### src/rtl/arashi_rd_sched.sv
// Round-robin read scheduler: shares one memory read port among THREAD_NUM
// threads, tracks in-flight reads in an in-order tag FIFO and routes each
// returned word back to the thread that issued it.
module arashi_rd_sched #(
    parameter int DATA_WIDTH       = 32,
    parameter int MEM_WIDTH        = 16,
    parameter int THREAD_NUM_WIDTH = 2,
    parameter int MAX_OUTSTANDING  = 4,
    localparam int THREAD_NUM      = 1 << THREAD_NUM_WIDTH
) (
    input  logic                             clk,
    input  logic                             rstn,
    input  logic [THREAD_NUM-1:0]            req_valid,
    input  logic [THREAD_NUM*MEM_WIDTH-1:0]  req_addr,
    output logic [THREAD_NUM-1:0]            req_ready,
    output logic                             mem_valid,
    output logic [MEM_WIDTH-1:0]             mem_addr,
    output logic [THREAD_NUM_WIDTH-1:0]      mem_tag,
    input  logic                             mem_ready,
    input  logic                             mem_rvalid,
    input  logic [DATA_WIDTH-1:0]            mem_rdata,
    output logic [THREAD_NUM-1:0]            rsp_valid,
    output logic [DATA_WIDTH-1:0]            rsp_data,
    output logic [THREAD_NUM-1:0]            busy,
    output logic                             err
);

    localparam int CNT_W = $clog2(MAX_OUTSTANDING + 1);
    localparam int PTR_W = (MAX_OUTSTANDING > 1) ? $clog2(MAX_OUTSTANDING) : 1;
    localparam logic [CNT_W-1:0] MAX_CNT  = CNT_W'(MAX_OUTSTANDING);
    localparam logic [PTR_W-1:0] LAST_PTR = PTR_W'(MAX_OUTSTANDING - 1);

    // FIFO pointers wrap at the configured depth, which need not be a power of two.
    function automatic logic [PTR_W-1:0] ptr_inc(input logic [PTR_W-1:0] p);
        return (p == LAST_PTR) ? {PTR_W{1'b0}} : p + PTR_W'(1);
    endfunction

    logic                        mem_valid_q, mem_valid_d;
    logic [MEM_WIDTH-1:0]        mem_addr_q, mem_addr_d;
    logic [THREAD_NUM_WIDTH-1:0] mem_tag_q, mem_tag_d;
    logic [THREAD_NUM-1:0]       rsp_valid_q, rsp_valid_d;
    logic [DATA_WIDTH-1:0]       rsp_data_q, rsp_data_d;
    logic [THREAD_NUM-1:0]       busy_q, busy_d;
    logic                        err_q, err_d;
    logic [THREAD_NUM_WIDTH-1:0] rr_ptr_q, rr_ptr_d;
    logic [CNT_W-1:0]            cnt_q, cnt_d;
    logic [PTR_W-1:0]            wr_ptr_q, wr_ptr_d;
    logic [PTR_W-1:0]            rd_ptr_q, rd_ptr_d;
    logic [THREAD_NUM_WIDTH-1:0] fifo_q [MAX_OUTSTANDING];
    logic [THREAD_NUM_WIDTH-1:0] fifo_d [MAX_OUTSTANDING];

    logic                        slot_free_s;
    logic                        credit_s;
    logic                        found_s;
    logic                        grant_s;
    logic [THREAD_NUM_WIDTH-1:0] cand_s;
    logic [THREAD_NUM_WIDTH-1:0] grant_idx_s;
    logic                        pop_s;
    logic                        err_set_s;
    logic [THREAD_NUM_WIDTH-1:0] head_tag_s;

    // Rotating-priority search for the next eligible thread, gated by slot and credit.
    always_comb begin
        found_s     = 1'b0;
        cand_s      = {THREAD_NUM_WIDTH{1'b0}};
        grant_idx_s = {THREAD_NUM_WIDTH{1'b0}};
        slot_free_s = !mem_valid_q || mem_ready;
        // A response popping this cycle frees a credit for a same-cycle grant.
        credit_s    = (cnt_q < MAX_CNT) || mem_rvalid;
        for (int k = 0; k < THREAD_NUM; k++) begin
            cand_s = rr_ptr_q + THREAD_NUM_WIDTH'(k);
            if (!found_s && req_valid[cand_s] && !busy_q[cand_s]) begin
                found_s     = 1'b1;
                grant_idx_s = cand_s;
            end else begin
                found_s     = found_s;
            end
        end
        grant_s = rstn && slot_free_s && credit_s && found_s;
        if (grant_s) begin
            req_ready = {{(THREAD_NUM-1){1'b0}}, 1'b1} << grant_idx_s;
        end else begin
            req_ready = {THREAD_NUM{1'b0}};
        end
    end

    // Next-state for the memory request register, tag FIFO, busy flags and responses.
    always_comb begin
        head_tag_s  = fifo_q[rd_ptr_q];
        pop_s       = mem_rvalid && (cnt_q != {CNT_W{1'b0}});
        err_set_s   = mem_rvalid && (cnt_q == {CNT_W{1'b0}});
        mem_valid_d = mem_valid_q;
        mem_addr_d  = mem_addr_q;
        mem_tag_d   = mem_tag_q;
        busy_d      = busy_q;
        fifo_d      = fifo_q;
        wr_ptr_d    = wr_ptr_q;
        rd_ptr_d    = rd_ptr_q;
        rr_ptr_d    = rr_ptr_q;
        cnt_d       = cnt_q;
        err_d       = err_q | err_set_s;

        if (pop_s) begin
            busy_d[head_tag_s] = 1'b0;
            rd_ptr_d           = ptr_inc(rd_ptr_q);
            rsp_valid_d        = {{(THREAD_NUM-1){1'b0}}, 1'b1} << head_tag_s;
            rsp_data_d         = mem_rdata;
        end else begin
            rsp_valid_d        = {THREAD_NUM{1'b0}};
            rsp_data_d         = rsp_data_q;
        end

        if (grant_s) begin
            mem_valid_d         = 1'b1;
            mem_addr_d          = req_addr[grant_idx_s*MEM_WIDTH +: MEM_WIDTH];
            mem_tag_d           = grant_idx_s;
            busy_d[grant_idx_s] = 1'b1;
            fifo_d[wr_ptr_q]    = grant_idx_s;
            wr_ptr_d            = ptr_inc(wr_ptr_q);
            rr_ptr_d            = grant_idx_s + THREAD_NUM_WIDTH'(1);
        end else if (mem_ready) begin
            mem_valid_d         = 1'b0;
        end else begin
            mem_valid_d         = mem_valid_q;
        end

        case ({grant_s, pop_s})
            2'b10:   cnt_d = cnt_q + CNT_W'(1);
            2'b01:   cnt_d = cnt_q - CNT_W'(1);
            default: cnt_d = cnt_q;
        endcase
    end

    // State registers with synchronous active-low reset discarding all in-flight reads.
    always_ff @(posedge clk) begin
        if (!rstn) begin
            mem_valid_q <= 1'b0;
            mem_addr_q  <= {MEM_WIDTH{1'b0}};
            mem_tag_q   <= {THREAD_NUM_WIDTH{1'b0}};
            rsp_valid_q <= {THREAD_NUM{1'b0}};
            rsp_data_q  <= {DATA_WIDTH{1'b0}};
            busy_q      <= {THREAD_NUM{1'b0}};
            err_q       <= 1'b0;
            rr_ptr_q    <= {THREAD_NUM_WIDTH{1'b0}};
            cnt_q       <= {CNT_W{1'b0}};
            wr_ptr_q    <= {PTR_W{1'b0}};
            rd_ptr_q    <= {PTR_W{1'b0}};
            for (int i = 0; i < MAX_OUTSTANDING; i++) begin
                fifo_q[i] <= {THREAD_NUM_WIDTH{1'b0}};
            end
        end else begin
            mem_valid_q <= mem_valid_d;
            mem_addr_q  <= mem_addr_d;
            mem_tag_q   <= mem_tag_d;
            rsp_valid_q <= rsp_valid_d;
            rsp_data_q  <= rsp_data_d;
            busy_q      <= busy_d;
            err_q       <= err_d;
            rr_ptr_q    <= rr_ptr_d;
            cnt_q       <= cnt_d;
            wr_ptr_q    <= wr_ptr_d;
            rd_ptr_q    <= rd_ptr_d;
            for (int i = 0; i < MAX_OUTSTANDING; i++) begin
                fifo_q[i] <= fifo_d[i];
            end
        end
    end

    assign mem_valid = mem_valid_q;
    assign mem_addr  = mem_addr_q;
    assign mem_tag   = mem_tag_q;
    assign rsp_valid = rsp_valid_q;
    assign rsp_data  = rsp_data_q;
    assign busy      = busy_q;
    assign err       = err_q;

endmodule

### config.mk
export PLATFORM = sky130hd
export DESIGN_NAME = arashi_rd_sched
export DESIGN_NICKNAME = d
export VERILOG_FILES = /design/src/rtl/arashi_rd_sched.sv
export SDC_FILE = /design/constraint.sdc
export NUM_CORES = 1
export LEC_CHECK = 0
export ABC_AREA = 1
export CORE_MARGIN = 2
export CORE_UTILIZATION = 31
export DETAILED_ROUTE_END_ITERATION = 16
export PLACE_DENSITY = 0.68
export SLEW_MARGIN = 20
export SYNTH_ARGS = -nofsm -noshare
export SYNTH_HDL_FRONTEND = slang
export SYNTH_SLANG_ARGS = --single-unit
### constraint.sdc
create_clock -name clk -period 3.1 [get_ports clk]
set_input_delay 0.93 -clock clk [delete_from_list [all_inputs] [get_ports clk]]
set_output_delay 0.93 -clock clk [all_outputs]
set_load 0.01 [all_outputs]
==> run metrics <==
Synth Warn # 0; number of global-route vias before repair 4105; critical path type input pin to output pin; synth-to-layout area growth 63.70%; DRT Pass-1 Iters 6; hold_ws 0.4564 ns; CP Launch Type input pin; antenna fix cells 0; routed vias 4280; total CTS buffers 9; dpl hpwl 8407 um; worst-case reg-to-reg path depth 15; Worst EP required 2.17 ns; layout cells sized above 1 16.49%; most frequent cells in the layout 157 x clkdlybuf4s50_1, 91 x nand3_1, 82 x nor2_1; placed insts 889; CTS Root Cell clkbuf_16; highest clock rate 316.9 MHz; wl on met1 5146 um; fin crit share 101.8%; Max IR drop VDD 0.6305 mV; FF-to-FF End cnt_q[2]$_SDFFE_PN0P_; Final Setup Violations 4; worst setup margin -0.05579 ns; DR WL met3 1056 um; critical path's slowest cell nand2_4; clock skew 0.005927 ns; clock buffer depth 2; Clock power frac 12.7%; gr ovfl total 0; Worst path max stage delay 0.18 ns; chip height 115.8 um; post-synth net total 678; placer congestion estimate 0.8121; Ports 168; Synth Area in Compound Gates 11.18%; initial antenna violation count 0; Clock Pin Slew Worst Setup and Hold Paths 0.06 ns; post-layout util 52.32%; Finished Layout Cells 914; latest clock arrival within the worst-skew pair 0.32 ns; Min-Delay Endpoint cnt_q[0]$_SDFFE_PN0P_; initial DRC count 165; #FFs+latches synth 77; Adder-Cell Fraction of Synth Area 3.749%; dpl ws -0.8904 ns; Die Area 13400 um2; Final Net Count 856; Leak 2.736 nW; Max Cap Viol 0; Seq/Total Area, Yosys 39.82%; total power 7.566 mW; pin count of the biggest net entering global routing 67; Sw Share 46.25%; first-pass GRT wire length 19150 um; uppermost layer routed met4; fill cell count 1155; Routed wire per std cell 12.96 um; HP Class flop to flop; Core Region 12110 um2; crit path buf inv count 4; Cell variety after synth 28; XOR/XNOR Fraction of Synth Area 0%; final hold violations 0; RSZ-0062 raised after global routing true; Cell Area, Synth 3871 um2; number of hold buffers added after cts 0; relative slew slack 59.08%; hold path cells 1; outcome complete, but fails checks; Total Routing Usage GR 17.68%; DRT Wirelength 11850 um; Avg Synthesized Cell Area 6.876 um2; met2 routed WL 5548 um; clock sinks 77; Die Wd 115.8 um; worst r2r src rr_ptr_q[1]$_SDFFE_PN0P_; pwr dens 1194 nW/um2; P_sw 3.499 mW; crit path from req_valid[2]; Slew @ Worst Pin 0.6139 ns; Top Family by Delay on Critical Path simple AND/OR/NAND/NOR gates; CTS tree done; Crit. End Element output pin; setup TNS -0.1944 ns; Internal 4.066 mW; CP dominant cell by count nand2_4; Placement Cell Area 5737 um2; min cycle time layout 3.156 ns; Max Slew Vio Count 0; failing checks negative setup slack; combinational share of power 66.7%; H-tree levels 3; post-synthesis simple-gate area fraction 34.68%; Std-Cell Rows 40; IO buf count 167; Post-Syn Instances 563; most common cell after layout, fill and taps aside clkdlybuf4s50_1; largest family of logic cells by synthesized area simple AND/OR/NAND/NOR gates; DRC violations left 0; post-synthesis mux area share 0%; fin area 6337 um2; hold_sp cnt_q[0]$_SDFFE_PN0P_; starting density of the core 31.96%; CP arrival 2.23 ns; R2R setup slack 0.47 ns; vias per std cell 4.683; crit path max fanout 4; Reg power frac 20.7%; post-route ant nets 0; worst-path cell chain buf_6 > nand3_2 > nand2_4 > nand2_4 > nand2_4 > nor2_4 > nand4_1 > nand2_4 > inv_6 > ha_4 > nand2_4 > inv_2 > buf_6
area by class of cell:
class / instances / area (um2) / area share (%)
multi-input combinational: 397 / 2157 / 34.04
timing repair buffer: 200 / 1928 / 30.42
sequential: 77 / 1541 / 24.32
clock buffer: 9 / 225.2 / 3.554
inverter: 56 / 225.2 / 3.554
tap: 168 / 210.2 / 3.317
clock inverter: 7 / 50.05 / 0.7897
Yosys cell counts, drive strengths merged:
cell type | number | area share [%]
nor3 | 1 | 0.13
nand3 | 100 | 13
inv | 56 | 5.6
ha | 10 | 3.2
a211oi | 1 | 0.32
nand2 | 108 | 11
nand3b | 1 | 0.19
nor2 | 89 | 9.1
a21boi | 1 | 0.19
a32oi | 2 | 0.45
or2 | 2 | 0.32
o21ai | 49 | 6.3
nand4 | 2 | 0.32
a21oi | 30 | 3.9
dfxtp | 77 | 40
clkbuf | 11 | 1.1
fa | 1 | 0.52
buf | 22 | 3.9
cells by family (layout without fill, tap and decap cells):
| group | Yosys count | in the layout |
|---|---|---|
| simple gates | 303 | 303 |
| buf+inv | 89 | 272 |
| compound gates | 83 | 83 |
| flops | 77 | 77 |
| fa+ha+maj | 11 | 11 |
registers in the layout (all words and copies together) (netlist names), 3 cells and up:
name and count:
mem_addr 16, busy 4, cnt_q 3, fifo_q 8, rsp_data 32, rsp_valid 4
power groups by stage:
stage               logic, mW  clock network, mW  registers (mW)
floorplan                2.74                  0            1.67
global placement         4.22                  0            1.57
detailed placement       4.31                  0            1.58
CTS                      4.84              0.992            1.57
global route             5.65               1.03            1.60
finish                   5.04              0.959            1.56
worst max-delay path by stage:
| stage | endpoint | slack (ns) | cells past startpoint |
|---|---|---|---|
| 4_1_cts | req_ready[1] | -0.03 | 13 |
| 2_1_floorplan | req_ready[0] | 0.01 | 13 |
| 3_5_place_dp | req_ready[0] | -0.89 | 15 |
| 3_3_place_gp | req_ready[0] | -0.82 | 15 |
| 6_report | req_ready[0] | -0.06 | 13 |
| 5_1_grt | req_ready[1] | -0.12 | 13 |
layer usage:
metal | vias to the layer above | GRT usage, %
met2 | 159 | 31.15
met3 | 9 | 4.916
met5 | - | 0
met4 | 0 | 4.683
li1 | 2174 | -
met1 | 1938 | 21.25
worst register-to-register path, stage by stage (launching register included):
cell,delay [ns]
dfxtp_1,0.44
inv_4,0.09
nand2_1,0.08
nand2_2,0.07
a21oi_1,0.16
nor2_2,0.08
nand3b_1,0.18
nand2_2,0.12
buf_8,0.23
ha_1,0.19
inv_1,0.06
fa_1,0.37
a21oi_1,0.14
o21ai_0,0.10
o21ai_0,0.15
a21oi_1,0.05
timing repair:
item / CTS / global route
setup buffers: 8 / 1
cloned: 0 / 0
endpoints found under the setup margin: 5 / 5
pin swaps: 30 / 12
resized for setup: 85 / 20
(Power assumes the default switching activity.)
